File: src/rtl/fpu_div_32bit_seq.sv
// -----------------------------------------------------------------------------
// fpu_div_32bit_seq
// Sequential IEEE-754 binary32 divider (Q = A / B), radix-2 restoring,
// one quotient bit per clock, round-to-nearest-even. Subnormal operands
// are treated as signed zero and subnormal results flush to zero.
//
// Ports
//   clk          in   1   clock, rising edge active
//   rst          in   1   synchronous reset, active-high
//   start        in   1   request, accepted only when idle
//   A            in  32   dividend (binary32), sampled at the accept edge
//   B            in  32   divisor  (binary32), sampled at the accept edge
//   busy         out  1   high whenever the block is not idle
//   done         out  1   one-cycle pulse when Q and flags first become valid
//   Q            out 32   quotient, held until the next accept edge
//   NaN, overflow, underflow, zero, div_by_zero
//                out  1   status flags, valid with done and held with Q
// -----------------------------------------------------------------------------
`timescale 1ns/1ps
module fpu_div_32bit_seq (
   input  logic        clk,
   input  logic        rst,
   input  logic        start,
   input  logic [31:0] A,
   input  logic [31:0] B,
   output logic        busy,
   output logic        done,
   output logic [31:0] Q,
   output logic        NaN,
   output logic        overflow,
   output logic        underflow,
   output logic        zero,
   output logic        div_by_zero
);

   localparam logic [4:0]  LAST_ITER = 5'd25;   // 26 iterations: count 0..25
   localparam logic [31:0] QNAN      = 32'h7FC00000;

   typedef enum logic [1:0] {
      S_IDLE  = 2'd0,
      S_DIV   = 2'd1,
      S_ROUND = 2'd2,
      S_DONE  = 2'd3
   } state_t;

   // flag vector order: {NaN, overflow, underflow, zero, div_by_zero}
   typedef struct packed {
      logic [31:0] q;
      logic [4:0]  flags;
   } res_t;

   // Normalise the 26-bit quotient, round to nearest even, then range-check.
   function automatic res_t round_rne(input logic              sgn,
                                      input logic signed [9:0] exp_in,
                                      input logic [25:0]       quo,
                                      input logic              sticky_in);
      res_t              r;
      logic [23:0]       mant;
      logic [24:0]       sum;
      logic              guard;
      logic              sticky;
      logic              inc;
      logic signed [9:0] e;
      if (quo[25]) begin
         mant   = quo[25:2];
         guard  = quo[1];
         sticky = sticky_in | quo[0];
         e      = exp_in;
      end else begin
         mant   = quo[24:1];
         guard  = quo[0];
         sticky = sticky_in;
         e      = exp_in - 10'sd1;
      end
      inc = guard & (sticky | mant[0]);
      sum = {1'b0, mant} + {24'd0, inc};
      // carry out of the mantissa means it rounded up to 2.0
      if (sum[24]) begin
         mant = sum[24:1];
         e    = e + 10'sd1;
      end else begin
         mant = sum[23:0];
      end
      r.q     = {sgn, e[7:0], mant[22:0]};
      r.flags = 5'b00000;
      if (e >= 10'sd255) begin
         r.q     = {sgn, 8'hFF, 23'd0};
         r.flags = 5'b01000;
      end else if (e <= 10'sd0) begin
         r.q     = {sgn, 31'd0};
         r.flags = 5'b00110;
      end
      return r;
   endfunction

   state_t            state_q, state_d;
   logic [4:0]        cnt_q, cnt_d;
   logic [24:0]       rem_q, rem_d;
   logic [25:0]       quo_q, quo_d;
   logic [23:0]       divs_q, divs_d;
   logic signed [9:0] exp_q, exp_d;
   logic              sign_q, sign_d;
   logic [31:0]       res_q, res_d;
   logic [4:0]        flags_q, flags_d;

   // operand classification; exponent 0 covers both zero and subnormal
   logic a_nan, a_inf, a_zero, b_nan, b_inf, b_zero, s_ab;
   logic [24:0] trial;
   res_t        rnd;

   assign a_nan  = (A[30:23] == 8'hFF) && (A[22:0] != 23'd0);
   assign a_inf  = (A[30:23] == 8'hFF) && (A[22:0] == 23'd0);
   assign a_zero = (A[30:23] == 8'h00);
   assign b_nan  = (B[30:23] == 8'hFF) && (B[22:0] != 23'd0);
   assign b_inf  = (B[30:23] == 8'hFF) && (B[22:0] == 23'd0);
   assign b_zero = (B[30:23] == 8'h00);
   assign s_ab   = A[31] ^ B[31];

   assign trial = rem_q - {1'b0, divs_q};
   assign rnd   = round_rne(sign_q, exp_q, quo_q, rem_q != 25'd0);

   always_comb begin
      state_d = state_q;
      cnt_d   = cnt_q;
      rem_d   = rem_q;
      quo_d   = quo_q;
      divs_d  = divs_q;
      exp_d   = exp_q;
      sign_d  = sign_q;
      res_d   = res_q;
      flags_d = flags_q;
      case (state_q)
         S_IDLE: begin
            if (start) begin
               sign_d = s_ab;
               if (a_nan || b_nan || (a_zero && b_zero) || (a_inf && b_inf)) begin
                  res_d   = QNAN;
                  flags_d = 5'b10000;
                  state_d = S_DONE;
               end else if (b_zero) begin
                  res_d   = {s_ab, 8'hFF, 23'd0};
                  flags_d = 5'b00001;
                  state_d = S_DONE;
               end else if (a_inf) begin
                  res_d   = {s_ab, 8'hFF, 23'd0};
                  flags_d = 5'b00000;
                  state_d = S_DONE;
               end else if (a_zero || b_inf) begin
                  res_d   = {s_ab, 31'd0};
                  flags_d = 5'b00010;
                  state_d = S_DONE;
               end else begin
                  rem_d   = {2'b01, A[22:0]};
                  divs_d  = {1'b1, B[22:0]};
                  quo_d   = 26'd0;
                  cnt_d   = 5'd0;
                  exp_d   = $signed({2'b00, A[30:23]}) - $signed({2'b00, B[30:23]}) + 10'sd127;
                  state_d = S_DIV;
               end
            end
         end
         S_DIV: begin
            // restoring step: remainder stays below 2*divisor, so 25 bits suffice
            if (rem_q >= {1'b0, divs_q}) begin
               quo_d = {quo_q[24:0], 1'b1};
               rem_d = {trial[23:0], 1'b0};
            end else begin
               quo_d = {quo_q[24:0], 1'b0};
               rem_d = {rem_q[23:0], 1'b0};
            end
            cnt_d = cnt_q + 5'd1;
            if (cnt_q == LAST_ITER) begin
               state_d = S_ROUND;
            end
         end
         S_ROUND: begin
            res_d   = rnd.q;
            flags_d = rnd.flags;
            state_d = S_DONE;
         end
         S_DONE: begin
            state_d = S_IDLE;
         end
         default: begin
            state_d = S_IDLE;
         end
      endcase
   end

   always_ff @(posedge clk) begin
      if (rst) begin
         state_q <= S_IDLE;
         res_q   <= 32'd0;
         flags_q <= 5'd0;
      end else begin
         state_q <= state_d;
         res_q   <= res_d;
         flags_q <= flags_d;
      end
      cnt_q  <= cnt_d;
      rem_q  <= rem_d;
      quo_q  <= quo_d;
      divs_q <= divs_d;
      exp_q  <= exp_d;
      sign_q <= sign_d;
   end

   assign busy        = (state_q != S_IDLE);
   assign done        = (state_q == S_DONE);
   assign Q           = res_q;
   assign NaN         = flags_q[4];
   assign overflow    = flags_q[3];
   assign underflow   = flags_q[2];
   assign zero        = flags_q[1];
   assign div_by_zero = flags_q[0];

endmodule
File: config.mk
export PLATFORM = sky130hd
export DESIGN_NAME = fpu_div_32bit_seq
export DESIGN_NICKNAME = d
export VERILOG_FILES = /design/src/rtl/fpu_div_32bit_seq.sv
export SDC_FILE = /design/constraint.sdc
export NUM_CORES = 1
export LEC_CHECK = 0
export CORE_AREA = 5 5 164 166
export CTS_CLUSTER_SIZE = 25
export DETAILED_ROUTE_END_ITERATION = 8
export DIE_AREA = 0 0 169 171
export PLACE_DENSITY = 0.52
export SYNTH_ARGS = -nofsm -noshare
export SYNTH_HDL_FRONTEND = slang
export SYNTH_SLANG_ARGS = --single-unit
export TNS_END_PERCENT = 30
File: constraint.sdc
create_clock -name clk -period 5.23 [get_ports clk]
set_clock_uncertainty 0.05 [all_clocks]
set_input_delay 1.3075 -clock clk [delete_from_list [all_inputs] [get_ports clk]]
set_output_delay 1.3075 -clock clk [all_outputs]
set_load 0.01 [all_outputs]
Word-level counts from Yosys, hierarchy flattened
Cells that the tools add are included.
{ "totals": {"reg_bits": 129, "output_inout_bits": 39, "word_cells": 113} }
{ "classes": {"n_addsub": 7, "eq_ne": 13, "bitwise": 8, "mux": 47, "reduce_logical": 26, "order_cmp": 3} }
{ "ops": {"columns": ["cell", "n"], "rows": [
  ["two-way mux 32 bit", 5],
  ["two-way mux 25 bit", 6],
  ["two-way mux 26 bit", 5],
  ["two-way mux 36 bit", 2],
  ["one-hot mux 32 bit (2 select lines)", 1],
  ["one-hot mux 26 bit (2 select lines)", 1],
  ["two-way mux 5 bit", 10],
  ["one-hot mux 25 bit (2 select lines)", 1],
  ["zero test 23 bit", 2],
  ["nonzero test 23 bit", 2],
  ["adder 24 x 1 -> 25 bit", 1],
  ["greater-or-equal comparator 25 x 24 -> 1 bit", 1],
  ["nonzero test 25 bit", 1],
  ["two-way mux 24 bit", 1],
  ["subtractor 24 bit", 1],
  ["two-way mux 23 bit", 1],
  ["two-way mux 10 bit", 2],
  ["one-hot mux 5 bit (2 select lines)", 2],
  ["== test 8 bit (second input constant)", 2],
  ["zero test 8 bit", 2],
  ["two-way mux 2 bit", 6],
  ["inequality test 2 bit (second input constant)", 6],
  ["AND reduction 6 bit", 2],
  ["adder 10 x 2 -> 10 bit (second input constant)", 1],
  ["22 further kinds", 40]
]} }

Logic depth before layout (Yosys ltp)
Gate-level depths: netlist of the first run.
{ "depth": {"ltp_word": 11, "ltp_mapped": 20, "depth_no_buf": 13} }

Worst setup path after synthesis of the first run
Ideal clock, no wire load.
{ "synth_path": {"path_type": "in2reg", "from": "input port A[29]", "to": "register cnt_q[0] (enable)", "t_required_ns": 4.768, "setup_ns": 0.412, "path_slack_ns": 0.575, "stages": 6, "arrival_ns": 4.193, "path_cell_list": "nand4_1 nor2_1 or2_2 nor3b_1 and2_1 a21o_1"} }
{ "synth_between": {"elab_chain_cells": 7, "elab_cells_between_ends": 14} }
{ "synth_lines": {"columns": ["item", "line_no", "source"], "rows": [
  ["start, declared", "24", "input logic [31:0] A,"],
  ["== test 8 bit", "111, 112", null],
  ["logical AND 1 bit", "111", "assign a_nan = (A[30:23] == 8'hFF) && (A[22:0] != 23'd0);"],
  ["logical OR 1 bit (3 in series)", "136", "if (a_nan || b_nan || (a_zero && b_zero) || (a_inf && b_inf)) begin"],
  ["inequality test 2 bit (no source line)", null, null],
  ["AND reduction 6 bit (no source line) *", null, null],
  ["end signal, assigned", "200", "cnt_q <= cnt_d;"],
  ["end, declared", "97", "logic [4:0] cnt_q, cnt_d;"]
]} }
Every way passes the cells marked *; elsewhere a longest branch is shown, timed or not.
A chain may end at the register's enable or synchronous reset.

Final worst setup path of the first run
{ "layout_path": {"from": "register quo_q[25]", "to": "register res_q[21] (netlist: Q[21])"} }
{ "layout_between": {"elab_chain_cells": 9, "elab_cells_between_ends": 15} }
{ "layout_lines": {"columns": ["item", "line_no", "source"], "rows": [
  ["start, declared", "99", "logic [25:0] quo_q, quo_d;"],
  ["start signal, assigned", "202", "quo_q <= quo_d;"],
  ["two-way mux 1 bit / two-way mux 24 bit (equally long branches)", "64", "if (quo[25]) begin"],
  ["bitwise OR 1 bit", "75", "inc = guard & (sticky | mant[0]);"],
  ["bitwise AND 1 bit", "75", null],
  ["adder 24 x 1 -> 25 bit", "76", "sum = {1'b0, mant} + {24'd0, inc};"],
  ["two-way mux 10 bit", "78", "if (sum[24]) begin"],
  ["less-or-equal comparator 10 x 1 -> 1 bit", "89", "end else if (e <= 10'sd0) begin"],
  ["two-way mux 36 bit", "89", null],
  ["two-way mux 36 bit *", "86", "if (e >= 10'sd255) begin"],
  ["one-hot mux 32 bit (2 select lines) *", "132", "case (state_q)"],
  ["end signal, assigned", "197", "res_q <= res_d;"],
  ["end, declared", "103", "logic [31:0] res_q, res_d;"]
]} }
Marked as above.

==> impl_metrics.env, run 1 <==
export IMPL_place_inst=1339
export IMPL_ant_nets=0
export IMPL_startpoint_type="flop"
export IMPL_die_w_um=169
export IMPL_synth_xor_area_share=0.0907
export IMPL_viasPerCell=5.05
export IMPL_grt_pass1_vias=6668
export IMPL_drive_gt1_frac=0.0724
export IMPL_slew_viol_final=0
export IMPL_syn_area_per_cell_um2=9.30
export IMPL_cts_htree_levels=4
export IMPL_nFillCells=2550
export IMPL_clock_latency_ps=420
export IMPL_finalCritPeriodShare=0.794
export IMPL_use_met3=0.0247
export IMPL_syn_nets=1044
export IMPL_rsz0062_at_grt="false"
export IMPL_synth_top_family_by_area="simple AND/OR/NAND/NOR gates"
export IMPL_grt_max_degree=74
export IMPL_diodes=0
export IMPL_first_pass_iters=4
export IMPL_track_usage=0.151
export IMPL_grt_ovfl_total=0
export IMPL_dp_hpwl_mm=16.7
export IMPL_synth_flop_cell="edfxtp_1"
export IMPL_postSynthCellCount=933
export IMPL_finalHoldViolCount=0
export IMPL_drtIter0Drc=407
export IMPL_synth_common_cells="edfxtp_1, nand2_1, nor2_1"
export IMPL_ys_ff_latch=129
export IMPL_slew_headroom=0.392
export IMPL_synth_distinct_cells=72
export IMPL_nets=1134
export IMPL_yosysMostFrequentCell="edfxtp_1"
export IMPL_p_int_uw=3500
export IMPL_place_gp_congestion=0.838
export IMPL_cts_made_buffers=17
export IMPL_synth_edf_count=90
export IMPL_synth_area_um2=8680
export IMPL_synth_compound_area_frac=0.152
export IMPL_fmax_ghz=0.241
export IMPL_vias=6928
export IMPL_period_needed_ps=4150
export IMPL_port_buffers=105
export IMPL_p_leak_uw=0.00406
export IMPL_multi_input_area_um2=4810
export IMPL_num_rows=59
export IMPL_ys_warn_count=0
export IMPL_seq_area_um2=3480
export IMPL_synth_yosys_seq_area_share=0.401
export IMPL_synth_simple_gate_area_frac=0.202
export IMPL_yosys_area_top_type="edfxtp_1"
export IMPL_fin_tns_setup_ps=0
export IMPL_drcViolationCount=0
export IMPL_area_growth_pct=22.8
export IMPL_seqPwrFrac=0.329
export IMPL_gr_usage_met2=0.244
export IMPL_use_met1=0.210
export IMPL_cp_arrival_ps=4410
export IMPL_cap_violations=0
export IMPL_synth_area_leaders="edfxtp_1, dfxtp_1, ha_1"
export IMPL_path_class="reg -> reg"
export IMPL_ctsHoldBuffers=0
export IMPL_place_ws_ps=968
export IMPL_endpoint_kind="flop"
export IMPL_antenna_found_initial=0
export IMPL_vdd_drop_max_mv=0.211
export IMPL_cts_resized_gates=0
export IMPL_pwr_share_comb=0.459
export IMPL_path_clk_slew_ps=60
export IMPL_synth_top_area_frac=0.311
export IMPL_clock_path_buffers=2
export IMPL_clock_sinks=129
export IMPL_setup_viol=0
export IMPL_io_pins=106
export IMPL_initial_utilization=0.341
export IMPL_hold_class="reg -> reg"
export IMPL_core_area_um2=25500
export IMPL_grt_busiest_layer="met2"
export IMPL_clkPwrFrac=0.212
export IMPL_wirelength_mm=21.9
export IMPL_die_area_um2=28900
export IMPL_instances_no_fill=1371
export IMPL_grt_pass1_wl_mm=35.1
export IMPL_synth_adder_area_share=0.0652
export IMPL_r2r_slack_ps=1080
export IMPL_outcome="complete, no violations"
export IMPL_wl_per_cell_um=16.0
export IMPL_post_cts_setup_buffers=0
export IMPL_dieHeight_um=171
export IMPL_worstMarginPinSlew_ps=912
export IMPL_crit_fanout=27
export IMPL_synthMuxAreaShare=0.0431
export IMPL_synthArstFlopShare=0
export IMPL_power_switching_uw=2390
export IMPL_cts_root_buf="clkbuf_16"
export IMPL_powerDensity_nw_per_um2=552
export IMPL_sw_frac_of_total=0.406
export IMPL_crit_required_ps=5490
export IMPL_fin_ws_ps=1080
export IMPL_tritoncts="yes"
[flip-flops by register name, indices dropped and copies added (netlist names)]
name     cells
quo_q       26
sign_q       1
rem_q       25
cnt_q        5
exp_q       10
Q           32
state_q      2
divs_q      23
flags_q      5
[cell type report]
type | instances | share of cell area
Sequential cell | 129 | 0.327
Inverter | 54 | 0.0190
Tap cell | 335 | 0.0393
Multi-Input combinational cell | 705 | 0.451
Clock inverter | 15 | 0.0174
Timing Repair Buffer | 116 | 0.106
Clock buffer | 17 | 0.0399
[stage by stage]
stage	hold slack (ps)	utilization	cell area, um^2	total power [uW]
6_report	393	0.418	10700	5890
3_3_place_gp	384	0.394	10000	4660
5_1_grt	417	0.418	10700	6370
3_5_place_dp	388	0.394	10000	4660
4_1_cts	397	0.418	10700	5930
2_1_floorplan	417	-	8680	3960
[critical path, stage by stage, from the launching register on]
cell	delay, ps
edfxtp_1	950
buf_4	430
o2111ai_1	290
nor3b_1	300
and4_1	500
nand4b_1	170
xnor2_1	440
nor3_1	130
and4b_4	290
and2_4	220
a32o_1	260
[cell families (layout without fill, tap and decap cells)]
kind of cell / Yosys count / in the layout
XOR/XNOR: 89 / 89
flip-flops: 129 / 129
AO/OA/AOI/OAI: 201 / 201
multiplexers: 36 / 36
buffers and inverters: 99 / 202
AND/OR/NAND/NOR: 335 / 335
adder cells (fa/ha/maj): 44 / 44
[placed cells by master, fill, tap and decap left out, types with 20 or more instances in the layout]
cell and instances:
dfxtp_1 39, nor2_1 76, ha_1 41, xnor2_1 41, nand3_1 20, a21oi_1 58
nand2_1 77, inv_1 53, o21ai_0 42, clkdlybuf4s50_1 105, xor2_1 47, mux2i_1 25
nor4_1 20, and2_1 32, edfxtp_1 90
[final timing paths]
kind / depth (start not counted) / endpoint / start
hold / removal: 2 / Q[23]$_SDFFE_PP0P_ / Q[23]$_SDFFE_PP0P_
hold reg to reg: 2 / Q[23]$_SDFFE_PP0P_ / Q[23]$_SDFFE_PP0P_
setup reg to reg: 10 / Q[21]$_SDFFE_PP0P_ / quo_q[25]$_SDFFCE_PN0P_
setup / recovery: 10 / Q[21]$_SDFFE_PP0P_ / quo_q[25]$_SDFFCE_PN0P_
[metal layers]
metal,vias to the layer above,part of all wire
li1,3572,-
met1,3211,0.50
met2,131,0.45
met3,14,0.037
met4,0,0.0095
met5,-,0
[power groups by stage]
stage | combinational (uW) | clock [uW] | sequential (uW)
after detailed placement | 2720 | 0 | 1950
after floorplan | 2210 | 0 | 1750
after CTS | 2730 | 1270 | 1930
final | 2700 | 1250 | 1930
after global routing | 3050 | 1320 | 1990
after global placement | 2710 | 0 | 1950
Power figures use the tool's default switching activity.
==> run 2, diff against run 1 <==
- PLACE_DENSITY: 0.52 -> 0.54
- clock period: 5.23 -> 3.7 ns (I/O delays scaled with it)
==> run 2 against run 1 <==
Net effect: routed wire length rose by 2.4%; critical path type unchanged; sequential share of layout area decreased by 0.79 points; flip-flop and latch count unchanged; largest power group unchanged; maximum frequency up 19%; cell area rose by 2.5%; global-route usage increased by 0.39 points; die area did not move.
==> impl_metrics.env, run 2 (synthesis results as in run 1) <==
export IMPL_area_growth_pct=25.8
export IMPL_largest_reg_flops=32
export IMPL_cts_root_buf="clkbuf_16"
export IMPL_hold_class="reg -> reg"
export IMPL_dp_hpwl_mm=17.0
export IMPL_vias=7082
export IMPL_fin_ws_ps=201
export IMPL_vdd_drop_max_mv=0.248
export IMPL_slew_viol_final=0
export IMPL_reg2reg_depth=12
export IMPL_grt_ovfl_total=0
export IMPL_wl_per_cell_um=16.1
export IMPL_p_leak_uw=0.00422
export IMPL_r2r_end="Q[21]$_SDFFE_PP0P_"
export IMPL_setup_worst_path_start="quo_q[25]$_SDFFCE_PN0P_"
export IMPL_endpoint_kind="flop"
export IMPL_first_pass_iters=5
export IMPL_layout_common_cells="clkdlybuf4s50_1, edfxtp_1, nand2_1, nor2_1, a21oi_1"
export IMPL_nets=1159
export IMPL_clock_latency_ps=420
export IMPL_clock_sinks=129
export IMPL_nFillCells=2536
export IMPL_wirelength_mm=22.5
export IMPL_crit_fanout=11
export IMPL_cap_violations=0
export IMPL_finalCritPeriodShare=0.946
export IMPL_final_common_cell="clkdlybuf4s50_1"
export IMPL_place_ws_ps=-78.4
export IMPL_endpoint="Q[21]$_SDFFE_PP0P_"
export IMPL_place_gp_congestion=0.831
export IMPL_viasPerCell=5.07
export IMPL_cts_htree_levels=4
export IMPL_crit_required_ps=3960
export IMPL_ant_nets=0
export IMPL_clock_path_buffers=2
export IMPL_io_pins=106
export IMPL_grt_pass1_vias=6808
export IMPL_outcome="complete, no violations"
export IMPL_finalHoldViolCount=0
export IMPL_cts_made_buffers=17
export IMPL_powerDensity_nw_per_um2=776
export IMPL_cp_num_buf_inv=0
export IMPL_num_rows=59
export IMPL_drive_gt1_frac=0.0980
export IMPL_r2r_slack_ps=200
export IMPL_dieHeight_um=171
export IMPL_cp_num_cells=12
export IMPL_cp_cell_sequence="nand2b_1 > a21oi_1 > ha_1 > and2_1 > and4_1 > and3_1 > nand2_1 > o41ai_2 > nand3_1 > and4b_4 > and2_4 > a32o_1"
export IMPL_cp_slowest_cell="o41ai_2"
export IMPL_diodes=0
export IMPL_slew_headroom=0.443
export IMPL_setup_viol=0
export IMPL_tritoncts="yes"
export IMPL_cp_arrival_ps=3760
export IMPL_track_usage=0.155
export IMPL_drcViolationCount=0
export IMPL_antenna_found_initial=0
export IMPL_die_area_um2=28900
export IMPL_period_needed_ps=3500
export IMPL_startpoint_type="flop"
export IMPL_fmax_ghz=0.286
export IMPL_grt_max_degree=46
export IMPL_whs_ps=400
export IMPL_r2r_start="quo_q[25]$_SDFFCE_PN0P_"
export IMPL_drtIter0Drc=570
export IMPL_fin_util=0.429
export IMPL_ctsHoldBuffers=0
export IMPL_path_delay_family="simple AND/OR/NAND/NOR gates"
export IMPL_hold_start="flags_q[2]$_SDFFE_PP0P_"
export IMPL_max_stage_delay_ps=520
export IMPL_port_buffers=105
export IMPL_path_clk_slew_ps=60
export IMPL_grt_pass1_wl_mm=35.8
export IMPL_path_class="reg -> reg"
export IMPL_worstMarginPinSlew_ps=835
export IMPL_die_w_um=169
export IMPL_initial_utilization=0.341
export IMPL_core_area_um2=25500
run 2: cell types whose count changed in the layout (fill, tap and decap cells not counted), moves of 3 or more:
cell        before  now
buf_4           11   32
clkinvlp_4       4    1
buf_12           0    4
clkinv_4         3    6
run 2: area by class of cell:
class                   count  area, um^2  area share
well taps                 335         419      0.0384
clock buffers              18         429      0.0393
multi-input cells         705        4830       0.443
inverters                  54         203      0.0186
flip-flops and latches    129        3480       0.319
clock inverters            14         181      0.0166
repair buffers            141        1370       0.126
run 2: how the worst min path moves through the flow:
stage	cells past startpoint	end	slack (ps)
2_1_floorplan	2	Q[23]$_SDFFE_PP0P_	420
3_3_place_gp	2	Q[29]$_SDFFE_PP0P_	400
3_5_place_dp	2	flags_q[2]$_SDFFE_PP0P_	400
4_1_cts	2	flags_q[2]$_SDFFE_PP0P_	410
5_1_grt	2	flags_q[2]$_SDFFE_PP0P_	430
6_report	2	flags_q[2]$_SDFFE_PP0P_	400
run 2: routing by layer:
| layer | up-vias | global-route usage | share of wire |
|---|---|---|---|
| met5 | - | 0 | 0 |
| met4 | 0 | 0.0532 | 0.018 |
| met3 | 24 | 0.0263 | 0.042 |
| met2 | 149 | 0.238 | 0.44 |
| met1 | 3284 | 0.220 | 0.50 |
| li1 | 3625 | - | - |
run 2: report_power, final:
part / switching [uW] / leakage, uW / internal [uW] / total, uW
Combinational: 2230 / 0.00274 / 1780 / 4020
Sequential: 504 / 0.00119 / 2190 / 2700
Clock: 688 / 0.000295 / 1070 / 1760
Total: 3430 / 0.00422 / 5050 / 8480
run 2: worst min-delay path, stage by stage, from the launching register on:
cell	delay, ps
dfxtp_1	320
nand2_1	50
o31ai_1	50
run 2: repair_timing:
| action | in CTS | in global routing |
|---|---|---|
| gates resized for setup | 0 | 3 |
| setup endpoints to repair | 0 | 12 |
| setup buffers | 0 | 1 |
run 2: through the flow:
| stage | TNS [ps] | std cells | total power, uW | cell area [um^2] |
|---|---|---|---|---|
| floorplan | -38.2 | 933 | 5640 | 8730 |
| global placement | -66.3 | 1363 | 6700 | 10300 |
| detailed placement | -87.4 | 1363 | 6730 | 10300 |
| CTS | 0 | 1395 | 8530 | 10900 |
| global route | -6.40 | 1396 | 9140 | 10900 |
| finish | 0 | 1396 | 8480 | 10900 |
